[src/rtl/spi_pkg.sv]
// ---------------------------------------------------------------------------
// spi_pkg
// Shared SPI definitions for the on-chip SPI master and slave blocks.
//   SPI_WIDTH        default bits per transfer
//   SPI_SYNC_STAGES  default synchronizer depth for pins from the master
//   SPI_CPOL/CPHA    link mode (mode 0: SCK idles low, sample on rising edge)
//   spi_state_e      frame state encoding (IDLE / ACTIVE)
// ---------------------------------------------------------------------------
package spi_pkg;

    localparam int SPI_WIDTH       = 8;
    localparam int SPI_SYNC_STAGES = 2;

    localparam bit SPI_CPOL = 1'b0;
    localparam bit SPI_CPHA = 1'b0;

    typedef enum logic {
        IDLE   = 1'b0,
        ACTIVE = 1'b1
    } spi_state_e;

endpackage

[src/rtl/spi_slave_m_if.sv]
// ---------------------------------------------------------------------------
// spi_slave_m_if
// Bundles the SPI pins and the local byte interface of the SPI slave.
//   sck, cs, mosi  pins driven by the SPI master (cs active low)
//   miso           pin driven back to the master, MSB first
//   dout           reply byte supplied by local logic
//   din            last complete byte received
//   done           one-clock strobe when din updates
//   busy           high while a frame is active
// The master modport is the view of everything outside the slave: the
// remote master on the pins plus the local logic that supplies dout.
// ---------------------------------------------------------------------------
interface spi_slave_m_if
    import spi_pkg::*;
#(
    parameter int WIDTH = SPI_WIDTH
);

    logic             sck;
    logic             cs;
    logic             mosi;
    logic             miso;
    logic [WIDTH-1:0] dout;
    logic [WIDTH-1:0] din;
    logic             done;
    logic             busy;

    modport slave (
        input  sck, cs, mosi, dout,
        output miso, din, done, busy
    );

    modport master (
        output sck, cs, mosi, dout,
        input  miso, din, done, busy
    );

endinterface

[src/rtl/spi_sync_m.sv]
// ---------------------------------------------------------------------------
// spi_sync_m
// N-stage single-bit synchronizer into the clk domain.
//   clk  system clock
//   rst  asynchronous active-high reset, clears every stage to 0
//   d    asynchronous input bit
//   q    synchronized output (last stage)
// ---------------------------------------------------------------------------
module spi_sync_m #(
    parameter int STAGES = 2
) (
    input  logic clk,
    input  logic rst,
    input  logic d,
    output logic q
);

    logic [STAGES-1:0] ff;

    // NOTE: clearing the chain to 0 (not to the idle level of CS) means a CS
    // pin held low across reset produces no falling edge, so the slave stays
    // idle until the master starts a fresh frame.
    always_ff @(posedge clk or posedge rst) begin
        if (rst) begin
            ff <= '0;
        end else begin
            ff <= {ff[STAGES-2:0], d};
        end
    end

    assign q = ff[STAGES-1];

endmodule

[src/rtl/spi_slave_m.sv]
// ---------------------------------------------------------------------------
// spi_slave_m
// Byte-oriented mode-0 SPI slave running in the system clock domain.
// Shifts a byte in on MOSI while shifting a preloaded reply out on MISO,
// and supports back-to-back bytes inside one CS frame.
//   clk       system clock, all state on rising edge
//   rst       asynchronous active-high reset
//   bus.sck   SPI clock from master (idle low)
//   bus.cs    chip select from master, active low
//   bus.mosi  serial data from master
//   bus.miso  serial data to master, MSB first
//   bus.dout  reply byte, loaded at frame start and at each byte boundary
//   bus.din   last complete received byte
//   bus.done  one-clock pulse when din updates
//   bus.busy  high while a frame is active
// ---------------------------------------------------------------------------
module spi_slave_m
    import spi_pkg::*;
#(
    parameter int WIDTH       = SPI_WIDTH,
    parameter int SYNC_STAGES = SPI_SYNC_STAGES
) (
    input  logic              clk,
    input  logic              rst,
    spi_slave_m_if.slave      bus
);

    localparam int               CNT_W    = $clog2(WIDTH);
    localparam logic [CNT_W-1:0] LAST_BIT = CNT_W'(WIDTH - 1);

    logic sck_s, cs_s, mosi_s;
    logic sck_d, cs_d;
    logic sck_rise, sck_fall, cs_rise, cs_fall;

    spi_sync_m #(.STAGES(SYNC_STAGES)) u_sync_sck  (.clk(clk), .rst(rst), .d(bus.sck),  .q(sck_s));
    spi_sync_m #(.STAGES(SYNC_STAGES)) u_sync_cs   (.clk(clk), .rst(rst), .d(bus.cs),   .q(cs_s));
    spi_sync_m #(.STAGES(SYNC_STAGES)) u_sync_mosi (.clk(clk), .rst(rst), .d(bus.mosi), .q(mosi_s));

    // NOTE: every register here uses non-blocking assignment so the edge
    // detector and the FSM all see the pre-edge values in the same cycle.
    always_ff @(posedge clk or posedge rst) begin
        if (rst) begin
            sck_d <= 1'b0;
            cs_d  <= 1'b0;
        end else begin
            sck_d <= sck_s;
            cs_d  <= cs_s;
        end
    end

    assign sck_rise =  sck_s & ~sck_d;
    assign sck_fall = ~sck_s &  sck_d;
    assign cs_rise  =  cs_s  & ~cs_d;
    assign cs_fall  = ~cs_s  &  cs_d;

    spi_state_e       state;
    logic [CNT_W-1:0] bit_cnt;
    logic [WIDTH-1:0] tx_sr;
    // Only the low WIDTH-1 bits of the receive history are ever needed:
    // the newest bit completes the byte straight into din.
    logic [WIDTH-2:0] rx_sr;
    logic [WIDTH-1:0] rx_next;
    logic             reload;
    logic             miso_q;
    logic [WIDTH-1:0] din_q;
    logic             done_q;
    logic             busy_q;

    assign rx_next = {rx_sr, mosi_s};

    always_ff @(posedge clk or posedge rst) begin
        if (rst) begin
            state   <= IDLE;
            bit_cnt <= '0;
            tx_sr   <= '0;
            rx_sr   <= '0;
            reload  <= 1'b0;
            miso_q  <= 1'b0;
            din_q   <= '0;
            done_q  <= 1'b0;
            busy_q  <= 1'b0;
        end else begin
            done_q <= 1'b0;
            case (state)
                IDLE: begin
                    if (cs_fall) begin
                        state   <= ACTIVE;
                        busy_q  <= 1'b1;
                        tx_sr   <= bus.dout;
                        bit_cnt <= '0;
                        reload  <= 1'b0;
                        miso_q  <= bus.dout[WIDTH-1];
                    end
                end
                ACTIVE: begin
                    // CS release takes priority over any SCK edge seen in the
                    // same cycle; a partial byte is simply dropped.
                    if (cs_rise) begin
                        state   <= IDLE;
                        busy_q  <= 1'b0;
                        bit_cnt <= '0;
                        reload  <= 1'b0;
                        miso_q  <= 1'b0;
                    end else if (sck_rise) begin
                        rx_sr <= rx_next[WIDTH-2:0];
                        if (bit_cnt == LAST_BIT) begin
                            din_q   <= rx_next;
                            done_q  <= 1'b1;
                            bit_cnt <= '0;
                            reload  <= 1'b1;
                        end else begin
                            bit_cnt <= bit_cnt + 1'b1;
                        end
                    end else if (sck_fall) begin
                        // The falling edge after a byte boundary presents the
                        // MSB of the next reply, which local logic may have
                        // refreshed in response to done.
                        if (reload) begin
                            tx_sr  <= bus.dout;
                            miso_q <= bus.dout[WIDTH-1];
                            reload <= 1'b0;
                        end else begin
                            tx_sr  <= tx_sr << 1;
                            miso_q <= tx_sr[WIDTH-2];
                        end
                    end
                end
                default: state <= IDLE;
            endcase
        end
    end

    assign bus.miso = miso_q;
    assign bus.din  = din_q;
    assign bus.done = done_q;
    assign bus.busy = busy_q;

endmodule

[src/flat_wrapper.sv]
// flat-port wrapper written by rule: the top's interface ports become plain ports
module spi_slave_m_flat import spi_pkg::*;
#(
    parameter int WIDTH       = SPI_WIDTH,
    parameter int SYNC_STAGES = SPI_SYNC_STAGES
)
  (clk, rst, bus_sck, bus_cs, bus_mosi, bus_dout, bus_miso, bus_din, bus_done, bus_busy);
  spi_slave_m_if #(.WIDTH(WIDTH)) bus_i ();
  input  logic clk;
  input  logic rst;
  input wire logic [$bits(bus_i.sck)-1:0] bus_sck;
  input wire logic [$bits(bus_i.cs)-1:0] bus_cs;
  input wire logic [$bits(bus_i.mosi)-1:0] bus_mosi;
  input wire logic [$bits(bus_i.dout)-1:0] bus_dout;
  output wire logic [$bits(bus_i.miso)-1:0] bus_miso;
  output wire logic [$bits(bus_i.din)-1:0] bus_din;
  output wire logic [$bits(bus_i.done)-1:0] bus_done;
  output wire logic [$bits(bus_i.busy)-1:0] bus_busy;
  assign bus_i.sck = bus_sck;
  assign bus_i.cs = bus_cs;
  assign bus_i.mosi = bus_mosi;
  assign bus_i.dout = bus_dout;
  assign bus_miso = bus_i.miso;
  assign bus_din = bus_i.din;
  assign bus_done = bus_i.done;
  assign bus_busy = bus_i.busy;
  spi_slave_m #(.WIDTH(WIDTH), .SYNC_STAGES(SYNC_STAGES)) u_core (.clk(clk), .rst(rst), .bus(bus_i));
endmodule
[config.mk]
export PLATFORM = sky130hd
export DESIGN_NAME = spi_slave_m_flat
export DESIGN_NICKNAME = d
export VERILOG_FILES = /design/src/rtl/spi_pkg.sv /design/src/rtl/spi_slave_m_if.sv /design/src/rtl/spi_sync_m.sv /design/src/rtl/spi_slave_m.sv /design/src/flat_wrapper.sv
export SDC_FILE = /design/constraint.sdc
export NUM_CORES = 1
export LEC_CHECK = 0
export CORE_MARGIN = 2
export CORE_UTILIZATION = 50
export CTS_BUF_LIST = sky130_fd_sc_hd__clkbuf_16
export DETAILED_ROUTE_END_ITERATION = 8
export GPL_TIMING_DRIVEN = 1
export PLACE_DENSITY = 0.75
export SYNTH_ARGS = -nofsm -noshare
export SYNTH_HDL_FRONTEND = slang
export SYNTH_SLANG_ARGS = --single-unit
[constraint.sdc]
create_clock -name clk -period 1.55 [get_ports clk]
set_input_delay 0.155 -clock clk [delete_from_list [all_inputs] [get_ports clk]]
set_output_delay 0.155 -clock clk [all_outputs]
set_load 0.05 [all_outputs]
**Yosys cells after proc, flatten, opt, wreduce, memory -nomap -nowiden**

Index checks and enable logic that the tools add are counted.
Widths: inputs -> output; s select.

- Memories: 0
- Flip-flop bits (word level): 38
- Output and inout bits: 11
- ROM bits: 0
- Memory bits (writable): 0
- Latch bits: 0
- Logic and storage cells: 76

- Divide/modulo/power cells: 0
- $mul: 0
- Add/sub/neg operators: 1
- Bitwise gates (word level): 10
- $lt $le $gt $ge: 0
- Shift-type cells: 0
- Equality and inequality tests: 11
- Mux-type cells: 33
- Reductions and logical operators: 7

Operator list:

| cell | count |
|---|---|
| $mux 7 | 5 |
| $mux 1 | 18 |
| $pmux 7 s2 | 1 |
| $mux 3 | 4 |
| $reduce_and 3->1 | 3 |
| $pmux 1 s2 | 4 |
| $reduce_and 4->1 | 2 |
| $ne 2x1->1 const B | 3 |
| $ne 3x1->1 const B | 2 |
| $not 1->1 | 6 |
| $pmux 3 s2 | 1 |
| $and 1x1->1 | 4 |
| $ne 2x2->1 const B | 2 |
| $ne 4x1->1 const B | 1 |
| $ne 4x4->1 const B | 1 |
| $reduce_and 2->1 | 2 |
| $add 3x1->3 const B | 1 |
| $eq 3x3->1 const B | 1 |
| $ne 3x3->1 const B | 1 |

**Depth between registers and ports, before layout**

- Word-level depth: 6
- Depth in mapped cells: 7

**Cells and area by module**

Synthesis repeated with hierarchy kept, for this count alone.

- Cells, all modules: 135
- Area, all modules: 1684.1 sq um

Modules (own cells, without submodules):

| module | area each (sq um) | times used | cells each | seq. area each (sq um) |
|---|---|---|---|---|
| spi_slave_m | 1522.7 | 1 | 126 | 800.8 |
| spi_sync_m | 53.8 | 3 | 3 | 50.0 |

**Worst setup path after synthesis**

OpenSTA, ideal clock, no wires.

- Path type: flip-flop to flip-flop
- Start point: register u_core.bit_cnt[0]
- End point: register u_core.din_q[0], in the netlist u_core.bus.din[0]
- Data required time: 1.425 ns
- Cell stages (with the launch flop): 5
- Period minus slack after synthesis: 1.385 ns
- Path slack: 0.165 ns
- Arrival: 1.260 ns
- Library setup time: 0.125 ns
- Path buffers: 0
- Cell sequence: dfrtp_1 > ha_1 > ha_1 > nand4_4 > mux2_2

- Word-level cells in the longest chain between the ends: 2

Ends and longest elaborated chain:

| what | RTL line | RTL |
|---|---|---|
| start: declaration | spi_slave_m.sv:57 | `logic [CNT_W-1:0] bit_cnt;` |
| start signal: assignment | spi_slave_m.sv:112 | `bit_cnt <= bit_cnt + 1'b1;` |
| $eq 3x3->1 | spi_slave_m.sv:106 | `if (bit_cnt == LAST_BIT) begin` |
| $reduce_and 4->1 (no line) | -- |  |
| end signal: assignment | spi_slave_m.sv:107 | `din_q <= rx_next;` |
| end: declaration | spi_slave_m.sv:65 | `logic [WIDTH-1:0] din_q;` |

Every way passes these cells.
A chain may end at the register's enable or synchronous reset.

**Worst setup path after layout**

- Start point: register u_core.bit_cnt[0]
- End point: register u_core.din_q[1], in the netlist u_core.bus.din[1]

The elaborated chain is that of the path after synthesis.

==> results.cfg <==
[run_status]
run_status = completed

[yosys]
combinational_family_with_the_most_area_after_synthesis = multiplexers
dominantRegCellSynth = dfrtp_1
ys.warnings.count = 0
yosys.area_share.adder_pct = 3.15
synth_seq_area_share_pct = 59.8
ys_async_sr_fraction_pct = 100
post_synth_inst_count = 118
syn_nets = 135
postSynthAreaPerCell_um2 = 13.5
synthSimpleGateAreaFrac_pct = 9.91
synth-compound-area-share_pct = 8.18
synth-edff-count = 0
syn-cell-area_um2 = 1590
yosys_register_bits = 38
muxShareOfSynthArea_pct = 15.8
netlist-cell-type-count = 26
synthXorXnorAreaFrac_pct = 0

[finish]
final_layout_size_suffix_gt1_share_pct = 30.2
nNetsFinal = 165
stdcell_area_um2 = 2040
area_delta_synth_final_pct = 28.4
num-fill-cells = 219
num_antenna_cells = 0

[drt]
finalWirelength_um = 2590
drt-wirelength-per-cell_um = 13.4
detail_route.vias_per_cell = 4.99
antenna_left = 0
detailedRoute.firstPassIterationCount = 4
drt-initial-drc-count = 40
route.vias.total = 964
detail_route.drc_violations = 0

[place]
placedInstanceArea_um2 = 1840
pre_cts_ws_ps = 49.9
gpl.final_weighted_congestion = 0.796
dp_hpwl_um = 1670
buffer_ports.inserted = 23

[global_route]
grt_max_degree = 39
total_congestion_overflow = 0
grt_pass1_vias = 992
grt_use_total_pct = 16.6
grt_pass1_wl_um = 4330
antenna_violations_before_repair = 0

[worst_setup_path]
crit_path_top_delay_cell = dfrtp_1
worst_ep_required_time_ps = 1710
timing.critical_path.cells = ha_1 > ha_1 > nand4_2 > mux2_2
critPathMaxStageDelay_ps = 380
critical_path_class = reg2reg
critical-path-top-cell-by-count = ha_1
cp_data_arrival_time_ps = 1670
critical_path.startpoint_type = flop
worst-path-max-fanout = 4
worstSetupEndpointType = flop

[timing]
worst_slew_pin_slew_ps = 333
layout_min_cycle_time_ps = 1500
final.setup.worst_slack_ps = 49.6
worst_clock_skew_ps = 5.36
slew-limit-headroom_pct = 77.8
finalSetupViolations = 0
finalHoldViolCount = 0
grt_setup_unrepaired = true
achievable_freq_mhz = 666
final_min_period_over_clock_period_pct = 96.8
timing.final.max_slew_violations = 0

[floorplan]
floorplan.rows = 20
core_area_um2 = 3030
dieArea_um2 = 3650
die_w_um = 60.4
start_util_pct = 52.5
ios = 24
die-height_um = 60.4

[clocking]
cts.sinks = 38
clk_root_buffer_cell = clkbuf_16
cts_tree = done
clkSlewWorstSetupHoldPaths_ps = 60
htree_num_levels = 2
numCtsBuffers = 5
cts.path.max_buffers = 2
worstSkewPairLatency_ps = 280

[job]
drv.max_cap_violation_count = 0

[power_and_ir_drop]
total_leakage_power_nw = 1.01
irDropWorstVdd_mv = 0.964
power.density_cell_area_nw_per_um2 = 1350

[min_path]
timing.hold.worst.class = in2async
==> cell families after synthesis <==
group           Yosys count
flops                    38
simple gates             26
mux                      23
compound gates           18
buf+inv                   9
fa+ha+maj                 4
==> repair_timing <==
item                       4_1_cts  5_1_grt
setup buffers                    0        1
setup endpoints to repair        0       25
resized for setup                0        2
hold buffers                     0        0
==> final cells by class <==
class	instances	area [um2]	share of cell area, %
well taps	44	55.1	2.70
flip-flops and latches	38	952	46.6
inverters	6	22.5	1.10
repair buffers	25	243	11.9
multi-input cells	72	604	29.6
clock buffers	5	125	6.13
clock inverters	3	40.0	1.96
==> registers in the layout, indices dropped and copies added (netlist names), 2 cells and up <==
signal,flops
u_core.rx_sr,7
u_core.u_sync_sck.ff,2
u_core.tx_sr,7
u_core.bus.din,8
u_core.u_sync_mosi.ff,2
u_core.bit_cnt,3
u_core.u_sync_cs.ff,2
==> synthesized netlist by cell type (2+ instances only) <==
cell type  instances  area share, %
a22o_1             2            1.1
mux2_2            13            9.2
nor2b_1            2           0.79
inv_1              6            1.4
mux2_1             4            2.8
ha_1               4            3.1
dfrtp_1           38             60
mux2i_1            6            3.8
nor2_1             5            1.2
buf_6              2            1.4
o21ai_0            2           0.63
o22ai_1            2           0.79
nand2_1           12            2.8
o21ai_1            8            2.5
==> critical path: cells and delay by family, from the launching register on <==
kind                     cells  cell delay [ps]
adder cells (fa/ha/maj)      2              470
flip-flops                   1              380
multiplexers                 1              350
AND/OR/NAND/NOR              1              190
==> worst paths after layout <==
| kind | from | end | slack [ps] | cells past startpoint |
|---|---|---|---|---|
| setup / recovery | u_core.bit_cnt[0]$_DFFE_PP0P_ | u_core.bus.din[1]$_DFFE_PP0P_ | 50 | 4 |
| hold / removal | rst | u_core.tx_sr[5]$_DFFE_PP0P_ | 230 | 3 |
| setup reg to reg | u_core.bit_cnt[0]$_DFFE_PP0P_ | u_core.bus.din[1]$_DFFE_PP0P_ | 50 | 4 |
| hold reg to reg | u_core.u_sync_cs.ff[0]$_DFF_PP0_ | u_core.u_sync_cs.ff[1]$_DFF_PP0_ | 350 | 0 |
| max in group asynchronous | rst | u_core.state$_DFF_PP0_ | 1130 | 3 |
| min in group clk | bus_sck | u_core.u_sync_sck.ff[0]$_DFF_PP0_ | 310 | 1 |
==> metrics by stage <==
| step | util, % | total power, mW | TNS (ps) | std cells | hold WS (ps) |
|---|---|---|---|---|---|
| final | 67.4 | 2.75 | 0 | 193 | 230 |
| after global routing | 67.4 | 2.90 | -26.7 | 193 | 257 |
| after CTS | 66.2 | 2.77 | 0 | 191 | 240 |
| after detailed placement | 60.8 | 1.63 | 0 | 183 | 336 |
| after global placement | 60.8 | 1.61 | 0 | 183 | 334 |
| after floorplan | - | 1.52 | 0 | 118 | 186 |
==> power breakdown <==
part	internal [mW]	switching [mW]
Combinational	0.193	0.182
Clock	0.752	0.374
Sequential	1.15	0.103
==> cell usage in the layout (no fill, tap or decap), drive strengths merged <==
master | synthesis | routed
o21a | 1 | 1
o31a | 1 | 1
clkdlybuf4s50 | 0 | 12
nand2b | 2 | 2
a31oi | 1 | 1
nor2b | 4 | 4
dfrtp | 38 | 38
a22oi | 1 | 1
inv | 6 | 6
nor3b | 1 | 1
nand2 | 12 | 12
mux2 | 17 | 17
nand3 | 1 | 1
o21ai | 10 | 10
a22o | 2 | 2
o22ai | 2 | 2
ha | 4 | 4
nor2 | 5 | 5
buf | 2 | 13
bufinv | 0 | 1
mux2i | 6 | 6
clkbuf | 1 | 5
nand4 | 1 | 2
clkinv | 0 | 2
==> metal layers <==
layer,vias up,global-route usage (%),part of all wire [%]
met1,462,19.2,44
met5,-,0,0
met2,29,26.2,48
li1,471,-,-
met3,2,8.53,6.8
met4,0,6.67,0.89
(Power assumes the default switching activity.)
